File: config.mk
export PLATFORM = sky130hd
export DESIGN_NAME = router_fsm_np
export DESIGN_NICKNAME = d
export VERILOG_FILES = /design/src/rtl/router_pkg.sv /design/src/rtl/router_wait_timer.sv /design/src/rtl/router_fsm_np.sv
export SDC_FILE = /design/constraint.sdc
export NUM_CORES = 1
export LEC_CHECK = 0
export CAP_MARGIN = 20
export CORE_MARGIN = 1
export CORE_UTILIZATION = 45
export DETAILED_ROUTE_END_ITERATION = 8
export HOLD_SLACK_MARGIN = 0.03
export PLACE_DENSITY = 0.78
export RECOVER_POWER = 100
export SLEW_MARGIN = 20
export SYNTH_ARGS = -nofsm -noshare
export SYNTH_HDL_FRONTEND = slang
export SYNTH_SLANG_ARGS = --single-unit
File: constraint.sdc
create_clock -name clock -period 3.3 [get_ports clock]
set_clock_uncertainty 0.2 [all_clocks]
set_input_delay 0.66 -clock clock [delete_from_list [all_inputs] [get_ports clock]]
set_output_delay 0.66 -clock clock [all_outputs]
set_load 0.01 [all_outputs]
File: src/rtl/router_pkg.sv
// Shared definitions for the packet router FSM: state encoding and default parameters.
package router_pkg;

  localparam int DEF_NUM_PORTS    = 3;
  localparam int DEF_ADDR_W       = 2;
  localparam int DEF_WAIT_TIMEOUT = 30;

  typedef enum logic [3:0] {
    DECODE_ADDRESS     = 4'd0,
    LOAD_FIRST_DATA    = 4'd1,
    LOAD_DATA          = 4'd2,
    FIFO_FULL_STATE    = 4'd3,
    LOAD_AFTER_FULL    = 4'd4,
    LOAD_PARITY        = 4'd5,
    CHECK_PARITY_ERROR = 4'd6,
    WAIT_TILL_EMPTY    = 4'd7,
    DROP_PACKET        = 4'd8
  } router_state_t;

  // Counter width able to hold the wait limit (at least one bit).
  function automatic int timer_width(input int limit);
    return (limit < 2) ? 1 : $clog2(limit + 1);
  endfunction

endpackage

File: src/rtl/router_wait_timer.sv
// Saturating cycle counter that flags when a wait has lasted LIMIT cycles.
// LIMIT = 0 disables the flag entirely.
module router_wait_timer
  import router_pkg::*;
#(
  parameter int LIMIT = DEF_WAIT_TIMEOUT
) (
  input  logic clock,
  input  logic reset,
  input  logic clear,
  input  logic enable,
  output logic expired
);

  localparam int              CNT_W    = timer_width(LIMIT);
  localparam logic [CNT_W-1:0] CNT_MAX  = '1;
  localparam logic [CNT_W-1:0] CNT_LAST = (LIMIT > 0) ? CNT_W'(LIMIT - 1) : '0;

  logic [CNT_W-1:0] r_count;

  // Count enabled cycles; hold at the top value instead of wrapping.
  always_ff @(posedge clock) begin
    if (reset || clear) begin
      r_count <= '0;
    end else if (enable && (r_count != CNT_MAX)) begin
      r_count <= r_count + CNT_W'(1);
    end
  end

  // The count starts at 0 in the first waiting cycle, so LIMIT-1 marks the last allowed cycle.
  assign expired = (LIMIT != 0) && enable && (r_count >= CNT_LAST);

endmodule

File: src/rtl/router_fsm_np.sv
// Router control FSM: decodes the header address, sequences payload/parity
// loads into the selected FIFO, waits for a busy FIFO (with timeout) and
// discards packets with illegal addresses or expired waits.
module router_fsm_np
  import router_pkg::*;
#(
  parameter int NUM_PORTS    = DEF_NUM_PORTS,
  parameter int ADDR_W       = DEF_ADDR_W,
  parameter int WAIT_TIMEOUT = DEF_WAIT_TIMEOUT
) (
  input  logic                 clock,
  input  logic                 reset,
  input  logic                 pkt_valid,
  input  logic [ADDR_W-1:0]    data_in,
  input  logic                 fifo_full,
  input  logic [NUM_PORTS-1:0] fifo_empty,
  input  logic [NUM_PORTS-1:0] soft_reset,
  input  logic                 parity_done,
  input  logic                 low_pkt_valid,
  output logic                 write_enb_reg,
  output logic                 detect_add,
  output logic                 ld_state,
  output logic                 laf_state,
  output logic                 lfd_state,
  output logic                 full_state,
  output logic                 rst_int_reg,
  output logic                 busy,
  output logic [NUM_PORTS-1:0] dest_sel,
  output logic                 drop_state,
  output logic                 addr_err,
  output logic                 wait_timeout
);

  // Port count widened by one bit so any ADDR_W-bit address compares cleanly.
  localparam logic [ADDR_W:0] PORT_LIMIT = (ADDR_W + 1)'(NUM_PORTS);

  router_state_t     r_state;
  router_state_t     w_state_nxt;
  logic [ADDR_W-1:0] r_addr_q;
  logic              r_addr_err;
  logic              r_wait_to;

  logic w_hdr_ok;
  logic w_hdr_empty;
  logic w_dst_empty;
  logic w_sr_hit;
  logic w_in_packet;
  logic w_waiting;
  logic w_expired;

  // Select one port's flag by address; addresses past the last port read as 0.
  function automatic logic port_bit(input logic [NUM_PORTS-1:0] bits,
                                    input logic [ADDR_W-1:0]    addr);
    logic b;
    b = 1'b0;
    for (int i = 0; i < NUM_PORTS; i++) begin
      if (addr == ADDR_W'(i)) b = bits[i];
    end
    return b;
  endfunction

  assign w_hdr_ok    = ({1'b0, data_in} < PORT_LIMIT);
  assign w_hdr_empty = port_bit(fifo_empty, data_in);
  assign w_dst_empty = port_bit(fifo_empty, r_addr_q);
  assign w_in_packet = (r_state != DECODE_ADDRESS) && (r_state != DROP_PACKET);
  assign w_sr_hit    = w_in_packet && port_bit(soft_reset, r_addr_q);
  assign w_waiting   = (r_state == WAIT_TILL_EMPTY);

  router_wait_timer #(
    .LIMIT(WAIT_TIMEOUT)
  ) u_wait_timer (
    .clock  (clock),
    .reset  (reset),
    .clear  (!w_waiting),
    .enable (w_waiting),
    .expired(w_expired)
  );

  // State, latched address and the registered one-cycle error pulses.
  always_ff @(posedge clock) begin
    if (reset) begin
      r_state    <= DECODE_ADDRESS;
      r_addr_q   <= '0;
      r_addr_err <= 1'b0;
      r_wait_to  <= 1'b0;
    end else begin
      r_state <= w_state_nxt;
      if ((r_state == DECODE_ADDRESS) && pkt_valid) r_addr_q <= data_in;
      r_addr_err <= (r_state == DECODE_ADDRESS) && pkt_valid && !w_hdr_ok;
      r_wait_to  <= w_waiting && !w_sr_hit && !w_dst_empty && w_expired;
    end
  end

  // Next-state logic; a soft reset of the active port overrides everything.
  always_comb begin
    w_state_nxt = r_state;
    if (w_sr_hit) begin
      w_state_nxt = DECODE_ADDRESS;
    end else begin
      case (r_state)
        DECODE_ADDRESS: begin
          if (pkt_valid) begin
            if (!w_hdr_ok)        w_state_nxt = DROP_PACKET;
            else if (w_hdr_empty) w_state_nxt = LOAD_FIRST_DATA;
            else                  w_state_nxt = WAIT_TILL_EMPTY;
          end
        end
        LOAD_FIRST_DATA: w_state_nxt = LOAD_DATA;
        LOAD_DATA: begin
          if (fifo_full)       w_state_nxt = FIFO_FULL_STATE;
          else if (!pkt_valid) w_state_nxt = LOAD_PARITY;
        end
        FIFO_FULL_STATE: begin
          if (!fifo_full) w_state_nxt = LOAD_AFTER_FULL;
        end
        LOAD_AFTER_FULL: begin
          if (parity_done)        w_state_nxt = DECODE_ADDRESS;
          else if (low_pkt_valid) w_state_nxt = LOAD_PARITY;
          else                    w_state_nxt = LOAD_DATA;
        end
        LOAD_PARITY: w_state_nxt = CHECK_PARITY_ERROR;
        CHECK_PARITY_ERROR: begin
          w_state_nxt = fifo_full ? FIFO_FULL_STATE : DECODE_ADDRESS;
        end
        WAIT_TILL_EMPTY: begin
          // An empty FIFO in the same cycle as expiry still takes the packet.
          if (w_dst_empty)    w_state_nxt = LOAD_FIRST_DATA;
          else if (w_expired) w_state_nxt = DROP_PACKET;
        end
        DROP_PACKET: begin
          if (!pkt_valid) w_state_nxt = DECODE_ADDRESS;
        end
        default: w_state_nxt = DECODE_ADDRESS;
      endcase
    end
  end

  // Moore output decode from the current state.
  always_comb begin
    detect_add    = (r_state == DECODE_ADDRESS);
    lfd_state     = (r_state == LOAD_FIRST_DATA);
    ld_state      = (r_state == LOAD_DATA);
    laf_state     = (r_state == LOAD_AFTER_FULL);
    full_state    = (r_state == FIFO_FULL_STATE);
    rst_int_reg   = (r_state == CHECK_PARITY_ERROR);
    drop_state    = (r_state == DROP_PACKET);
    write_enb_reg = (r_state == LOAD_DATA) || (r_state == LOAD_PARITY) ||
                    (r_state == LOAD_AFTER_FULL);
    busy          = (r_state != DECODE_ADDRESS) && (r_state != LOAD_DATA) &&
                    (r_state != DROP_PACKET);
    dest_sel      = '0;
    if (w_in_packet) begin
      for (int i = 0; i < NUM_PORTS; i++) begin
        dest_sel[i] = (r_addr_q == ADDR_W'(i));
      end
    end
  end

  assign addr_err     = r_addr_err;
  assign wait_timeout = r_wait_to;

endmodule

==> results_dict.tcl <==
set metrics [dict create \
    routed-wl-met3_um 66 \
    viasPerCell 5.53 \
    nFillCells 187 \
    dpl.hpwl_um 1650 \
    tightest_slew_ps 925 \
    insertion_delay_ps 280 \
    maxCapViolations 0 \
    layout_min_cycle_time_ps 3040 \
    cp-start-kind "register" \
    synthToLayoutAreaGrowth_pct 25.8 \
    grt_first_pass_wirelength_um 3770 \
    topRoutingLayerUsed "met3" \
    clkTransAtPathRegs_ps 90 \
    h-tree-depth 1 \
    synth_cell_types 40 \
    cts_buffers 3 \
    ff2ff_setup_slack_ps 760 \
    synth_top_flop_cell "dfxtp_1" \
    gp_congestion 0.780 \
    grt_max_degree 18 \
    final_core_util_pct 61.5 \
    crit_family "buffers and inverters" \
    ys_top_cells_by_count "dfxtp_1, nor2_1, nand2_1, nor3_1, nor3b_1" \
    reg2reg_depth 5 \
    clockBufferDepth 2 \
    hold_viol 0 \
    tritoncts "built" \
    leakagePower_uw 0.000469 \
    async_flop_share_pct 0 \
    seq_area_frac_synth_pct 26.3 \
    setup_viol_count_final 0 \
    fin_total_pwr_uw 788 \
    yosysWarnings 0 \
    clock-sinks 13 \
    initial_core_util_pct 48.9 \
    max_freq_mhz 329 \
    hold_buffers 0 \
    required_ps 2440 \
    hp-class "reg -> reg" \
    dieWidth_um 48.9 \
    firstDrtPassIters 4 \
    cellPowerDensity_nw_per_um2 634 \
    cp.arrival_ps 2180 \
    layout.nets 155 \
    stdcell_count 164 \
    postCtsSetupBuffers 0 \
    cpPeakStageDelay_ps 660 \
    grt.overflow.total 0 \
    holdPathEnd "wait_timeout" \
    num_vias 907 \
    crit_chain "nor4b_1 -> clkdlybuf4s50_1" \
    synth_seq_cells 13 \
    worstPathMaxFanout 14 \
    rows 16 \
    r2r-start "r_state[3]" \
    drv_slew 0 \
    drive_above_1_share_pct 9.49 \
    antenna_found_initial 0 \
    hp-start "u_wait_timer.r_count[4]" \
    port_buffers 27 \
    antenna_cells 0 \
    placed_cells 160 \
    grt_pass1_vias 831 \
    period_share_pct 92.1 \
    cts_root_buf "clkbuf_4" \
    synth_area_per_cell_um2 8.75 \
    wl_met2_um 986 \
    yosysMostFrequentCell "dfxtp_1" \
    tns_ps 0 \
    io_pins 28 \
    postPlaceCellArea_um2 1240 \
    syn_inst 113 \
    hold_path_depth 2 \
    synth_area_leader_cell "dfxtp_1" \
    endpoint_kind "output port" \
    status "finished clean" \
    rsz0062_at_grt "no" \
    ant_nets 0 \
    slowest_stage "clkdlybuf4s50_1" \
    core-area_um2 2020 \
    vdd_ir_drop_max_v 0.000405 \
    wl_per_cell_um 12.8 \
    grt.total_usage_pct 19.8 \
    synth_area_um2 988 \
    synthTopCellsByArea "dfxtp_1, nor2_1, nor3b_1" \
    final_cell_area_um2 1240 \
    drt_iter0_drc 14 \
    wl_um 2090 \
    drc 0 \
    critPathKind "reg -> out" \
    synth-edff-count 0 \
    relSlewSlack_pct 37.6 \
    synth_top_cell_area_share_pct 26.3 \
    dieArea_um2 2390 \
    met1_length_um 1040 \
    cp.buffers_inverters 1 \
    timing.rr.end "r_state[0]" \
    cts.repair.resized 0 \
    dieHeight_um 48.9 \
    syn_nets 130 \
]
-- cells by family after synthesis --
kind of cell | Yosys count | synth area share [%]
adder cells (fa/ha/maj) | 3 | 3.80
AND/OR/NAND/NOR | 58 | 36.3
flip-flops | 13 | 26.3
AO/OA/AOI/OAI | 22 | 20.4
multiplexers | 4 | 4.05
buffers and inverters | 10 | 6.45
XOR/XNOR | 3 | 2.66
-- power breakdown --
part           leakage [uW]  internal [uW]  switching (uW)
clock             0.0000177           44.9            56.4
combinational      0.000346            221             207
sequential         0.000106            180            79.1
-- metal layers --
layer	vias to the layer above	global-route usage (%)
li1	462	-
met1	428	27.4
met2	17	32.4
met3	0	2.18
met4	0	5.39
met5	-	0
-- worst reg2reg max path: cells and delay by family, from the launching register on --
family           cells  cell delay [ps]
AO/OA/AOI/OAI        3             1340
flip-flops           1              690
AND/OR/NAND/NOR      2              200
-- per-stage QoR --
step | hold WS (ps) | setup WS, ps
finish | 337 | 262
CTS | 334 | 396
floorplan | 276 | 1220
detailed placement | 321 | 716
global placement | 315 | 736
global route | 380 | 98.5
-- state kept, by name (all words and copies together) (netlist names) --
| name | flops |
|---|---|
| addr_err | 1 |
| r_addr_q | 2 |
| r_state | 4 |
| u_wait_timer.r_count | 5 |
| wait_timeout | 1 |
-- how the worst max path moves through the flow --
stage	startpoint	to	slack [ps]	cells past startpoint
global placement	r_state[1]	ld_state	740	3
global route	r_state[2]	laf_state	100	2
finish	r_state[2]	laf_state	260	2
detailed placement	r_state[1]	ld_state	720	3
floorplan	r_state[3]	busy	1220	4
CTS	r_state[1]	ld_state	400	3
-- cell type report --
type	instances	area (um2)	area share [%]
timing repair buffer	27	270	21.7
tap	27	33.8	2.72
clock inverter	1	5.00	0.402
multi-input combinational	90	641	51.5
inverter	3	11.3	0.905
clock buffer	3	22.5	1.81
sequential	13	260	20.9
-- placed cells by master (no fill, tap or decap), drive strengths merged, types with 2 or more instances in the layout --
| cell type | n |
|---|---|
| dlygate4sd3 | 14 |
| xor2 | 2 |
| nor3b | 6 |
| o21ai | 5 |
| and4bb | 2 |
| clkdlybuf4s50 | 13 |
| mux2i | 4 |
| ha | 3 |
| nor2b | 4 |
| a211oi | 3 |
| nand3 | 4 |
| nand3b | 4 |
| inv | 3 |
| clkbuf | 3 |
| nor4b | 2 |
| dfxtp | 13 |
| nor2 | 13 |
| nor4 | 3 |
| a21oi | 5 |
| nor3 | 6 |
| o211ai | 2 |
| nand2 | 9 |
(Power assumes the default switching activity.)
